[src/rtl/booth_mul_ctrl_if.sv]
// Operand, result and shared-adder signals of the Booth multiplier controller.
// slave is the controller side; master is the requester/adder side.
interface booth_mul_ctrl_if;
   logic        start;
   logic [7:0]  a;
   logic [7:0]  b;
   logic        busy;
   logic        done;
   logic [15:0] product;
   logic [7:0]  add_x;
   logic [7:0]  add_y;
   logic        add_flag;
   logic [8:0]  add_z;

   modport slave (
      input  start, a, b, add_z,
      output busy, done, product, add_x, add_y, add_flag
   );

   modport master (
      output start, a, b, add_z,
      input  busy, done, product, add_x, add_y, add_flag
   );
endinterface

[src/rtl/booth_mul_ctrl.sv]
// Radix-2 Booth controller for signed 8x8 -> 16 multiply. The add/subtract
// is done by an external shared adder; this block sequences it for 8 cycles.
module booth_mul_ctrl (
   input logic             clk,
   input logic             rst,
   booth_mul_ctrl_if.slave bus
);
   typedef enum logic [1:0] {IDLE, RUN, DONE} state_t;

   state_t      state, state_nxt;
   logic [7:0]  m;
   logic [7:0]  acc;
   logic [7:0]  q;
   logic        q1;
   logic [2:0]  cnt;
   logic [15:0] product;
   logic [7:0]  add_x, add_y;
   logic        add_flag;
   logic [8:0]  z;

   assign z = bus.add_z;

   // State register; reset wins over everything.
   always_ff @(posedge clk) begin
      if (rst) state <= IDLE;
      else     state <= state_nxt;
   end

   // Next state and adder drive; adder idles as 0+0 outside RUN.
   always_comb begin
      state_nxt = state;
      add_x     = 8'd0;
      add_y     = 8'd0;
      add_flag  = 1'b1;
      case (state)
         IDLE: if (bus.start) state_nxt = RUN;
         RUN: begin
            add_x = acc;
            case ({q[0], q1})
               2'b01:   begin add_y = m; add_flag = 1'b1; end
               2'b10:   begin add_y = m; add_flag = 1'b0; end
               default: begin add_y = 8'd0; add_flag = 1'b1; end
            endcase
            if (cnt == 3'd7) state_nxt = DONE;
         end
         DONE: state_nxt = IDLE;
         default: state_nxt = IDLE;
      endcase
   end

   // Datapath: operand capture in IDLE, shift of the 9-bit sum in RUN.
   // Shifting the full 9-bit sum keeps M=-128 exact.
   always_ff @(posedge clk) begin
      if (rst) begin
         m       <= 8'd0;
         acc     <= 8'd0;
         q       <= 8'd0;
         q1      <= 1'b0;
         cnt     <= 3'd0;
         product <= 16'd0;
      end else begin
         case (state)
            IDLE: if (bus.start) begin
               m   <= bus.a;
               q   <= bus.b;
               acc <= 8'd0;
               q1  <= 1'b0;
               cnt <= 3'd0;
            end
            RUN: begin
               acc <= z[8:1];
               q   <= {z[0], q[7:1]};
               q1  <= q[0];
               cnt <= cnt + 3'd1;
               if (cnt == 3'd7) product <= {z[8:1], z[0], q[7:1]};
            end
            default: ;
         endcase
      end
   end

   assign bus.busy     = (state == RUN);
   assign bus.done     = (state == DONE);
   assign bus.product  = product;
   assign bus.add_x    = add_x;
   assign bus.add_y    = add_y;
   assign bus.add_flag = add_flag;
endmodule

[src/flat_wrapper.sv]
// flat-port wrapper written by rule: the top's interface ports become plain ports
module booth_mul_ctrl_flat 
  (clk, rst, bus_start, bus_a, bus_b, bus_add_z, bus_busy, bus_done, bus_product, bus_add_x, bus_add_y, bus_add_flag);
  booth_mul_ctrl_if bus_i ();
  input logic clk;
  input logic rst;
  input wire logic [$bits(bus_i.start)-1:0] bus_start;
  input wire logic [$bits(bus_i.a)-1:0] bus_a;
  input wire logic [$bits(bus_i.b)-1:0] bus_b;
  input wire logic [$bits(bus_i.add_z)-1:0] bus_add_z;
  output wire logic [$bits(bus_i.busy)-1:0] bus_busy;
  output wire logic [$bits(bus_i.done)-1:0] bus_done;
  output wire logic [$bits(bus_i.product)-1:0] bus_product;
  output wire logic [$bits(bus_i.add_x)-1:0] bus_add_x;
  output wire logic [$bits(bus_i.add_y)-1:0] bus_add_y;
  output wire logic [$bits(bus_i.add_flag)-1:0] bus_add_flag;
  assign bus_i.start = bus_start;
  assign bus_i.a = bus_a;
  assign bus_i.b = bus_b;
  assign bus_i.add_z = bus_add_z;
  assign bus_busy = bus_i.busy;
  assign bus_done = bus_i.done;
  assign bus_product = bus_i.product;
  assign bus_add_x = bus_i.add_x;
  assign bus_add_y = bus_i.add_y;
  assign bus_add_flag = bus_i.add_flag;
  booth_mul_ctrl u_core (.clk(clk), .rst(rst), .bus(bus_i));
endmodule
[config.mk]
export PLATFORM = sky130hd
export DESIGN_NAME = booth_mul_ctrl_flat
export DESIGN_NICKNAME = d
export VERILOG_FILES = /design/src/rtl/booth_mul_ctrl_if.sv /design/src/rtl/booth_mul_ctrl.sv /design/src/flat_wrapper.sv
export SDC_FILE = /design/constraint.sdc
export NUM_CORES = 1
export LEC_CHECK = 0
export CORE_MARGIN = 3
export CORE_UTILIZATION = 40
export CTS_CLUSTER_DIAMETER = 30
export DETAILED_ROUTE_END_ITERATION = 8
export GPL_TIMING_DRIVEN = 0
export PLACE_DENSITY = 0.73
export SYNTH_ARGS = -nofsm -noshare
export SYNTH_HDL_FRONTEND = slang
export SYNTH_SLANG_ARGS = --single-unit
[constraint.sdc]
create_clock -name clk -period 2.05 [get_ports clk]
set_input_delay 0.41 -clock clk [delete_from_list [all_inputs] [get_ports clk]]
set_output_delay 0.41 -clock clk [all_outputs]
set_load 0.1 [all_outputs]
==> impl_metrics.yaml <==
global_routing:
  grtUsageMet2_pct: 28.6
  grt_pass1_vias: 1540
  grt_max_degree: 15
  grt_use_met1_pct: 22.1
  grt_usage_pct: 17.5
  overflow: 0
  met3_usage_pct: 6.23
  top_usage_layer: "met2"
  grt_pass1_wl_um: 7240
  antenna_found_initial: 0
setup_path:
  worstSetupPathType: "flop to output port"
  cp_max_fo: 8
  worstPathArrival_ns: 1.55
  end_kind: "output port"
  start_kind: "flop"
  required_ns: 1.64
timing:
  fmax_mhz: 511
  setup_viol: 0
  finalHoldViolCount: 0
  fin_skew_ns: 0.00397
  maxSlewViolCount: 0
  slew_headroom_pct: 35.5
  min_period_ns: 1.96
  worstMarginPinSlew_ns: 0.971
  fin_crit_sh_pct: 95.4
  rsz0062_at_grt: "false"
  setup_slack_ns: 0.0942
  whs_ns: 0.468
yosys:
  ys.flop_type: "dfxtp_1"
  synth_cell_type_count: 21
  synth.most_common_cell: "dfxtp_1"
  synthCells: 159
  synth_top_area_share_pct: 52.6
  synth_common_cells: "dfxtp_1 (46), a22o_1 (27), and2_1 (17), nor2_1 (17), mux2i_1 (16)"
  synth_area_leaders: "dfxtp_1 (53%), a22o_1 (14%), mux2i_1 (9.1%), and2_1 (6.1%), nor2_1 (3.6%)"
  yosys.area.top_type: "dfxtp_1"
  synth_nets: 190
  netlist_area_mm2: 0.00175
  seq_area_frac_synth_pct: 52.6
  async_flop_share_pct: 0
  synth-seq-cells: 46
  synth_edf_count: 0
  ys_warn_count: 0
  avgSynthCellArea_um2: 11.0
floorplanning:
  core_mm2: 0.00412
  io_pins: 63
  die_h_um: 72.2
  rows: 23
  die_area_mm2: 0.00521
  start_util_pct: 42.5
  die_x_um: 72.2
layout:
  post-route-util_pct: 64.1
  nFillCells: 356
  diodes: 0
  synthToLayoutAreaGrowth_pct: 50.8
  seq_area_um2: 922
  multi_input_area_um2: 808
  drive_gt1_share_pct: 27.1
  nets: 259
routing:
  vias_per_cell: 5.18
  drtIter0Drc: 45
  wire_per_inst_um: 15.7
  route.detailed.drc: 0
  dr_total_vias: 1445
  routed_wirelength_um: 4390
  ant_nets: 0
  first_pass_iters: 4
power_and_ir_drop:
  vdd_drop_max_uv: 356
  powerDensity_mw_per_mm2: 715
  p_leak_nw: 1.17
place:
  globalplace.congestion: 0.786
  dp_worst_setup_slack_ns: -0.832
  io_buffers: 62
  dpl.hpwl_um: 3230
clocking:
  clockRootBuffer: "clkbuf_8"
  cts_setup_buffers: 0
  clock-sinks: 46
  cts_tree: "done"
  htreeDepth: 2
  cts_buffers: 5
  clk_latency_ns: 0.29
  clk_pin_slew_ns: 0.08
  ctsLongestPathBuffers: 2
outcome:
  status: "finished, final reports clean"
run:
  max_cap_violations: 0
worst_hold_path:
  hold_class: "flop to flop"
## metal layers
layer	vias up	share of wire [%]
met5	-	0
met4	0	0.82
met3	6	7.8
met2	53	49
met1	685	42
li1	701	-
## final timing paths
path / endpoint / startpoint / cells after the start / slack, ns
setup reg to reg: u_core.bus.product[9] / u_core.cnt[0] / 5 / 0.45
hold / removal: u_core.bus.product[11] / u_core.bus.product[11] / 1 / 0.47
setup / recovery: bus_add_y[2] / u_core.q[0] / 4 / 0.09
hold reg to reg: u_core.bus.product[11] / u_core.bus.product[11] / 1 / 0.47
## where the power goes
part / total [mW] / internal (mW) / switching, mW
registers: 0.959 / 0.931 / 0.0281
clock network: 0.652 / 0.359 / 0.293
logic: 0.275 / 0.128 / 0.147
## sequential cells by signal, summed over array words and instances, names as in the netlist
name and count:
u_core.q 8, u_core.state 2, u_core.bus.product 16, u_core.q1 1
u_core.acc 8, u_core.cnt 3, u_core.m 8
## metrics by stage
stage / cell area, um^2 / power, mW / std cells / TNS (ns)
floorplan: 1780 / 1.14 / 159 / 0
global placement: 2460 / 1.23 / 271 / -10.83
detailed placement: 2460 / 1.24 / 271 / -11.66
CTS: 2540 / 1.89 / 279 / 0
global route: 2640 / 1.96 / 279 / 0
finish: 2640 / 1.89 / 279 / 0
## cell type report
class / instances / area share [%]
Buffer: 12 / 2.94
Clock buffer: 5 / 2.61
Clock inverter: 3 / 1.52
Inverter: 2 / 0.284
Multi-Input combinational cell: 99 / 30.6
Sequential cell: 46 / 34.9
Tap cell: 50 / 2.37
Timing Repair Buffer: 62 / 24.7
## worst max-delay path: stages, from the launching register on
cell,delay [ns]
dfxtp_1,0.42
ha_4,0.24
nor2b_4,0.22
and2_4,0.20
buf_12,0.17
## kinds of logic after synthesis
logic type | synth area share (%)
mux | 9.79
fa+ha+maj | 2.14
buf+inv | 4.65
compound gates | 18.3
flops | 52.6
simple gates | 12.5
## layout by cell type (no fill, tap or decap), types with 3 or more instances in the layout
master	n
buf_12	8
nor2_1	17
and2_2	8
dfxtp_1	45
dlygate4sd2_1	16
clkbuf_8	5
buf_2	4
a22o_1	27
clkdlybuf4s50_1	27
a211oi_1	8
clkbuf_1	3
buf_4	13
mux2i_1	16
and2_4	8
## what timing repair did
action / in CTS / in global routing
setup endpoints to repair: 35 / 17
hold buffers: 0 / 0
pin swaps: 0 / 1
resized for setup: 136 / 27
No activity file was read; power rests on OpenSTA's default activity.
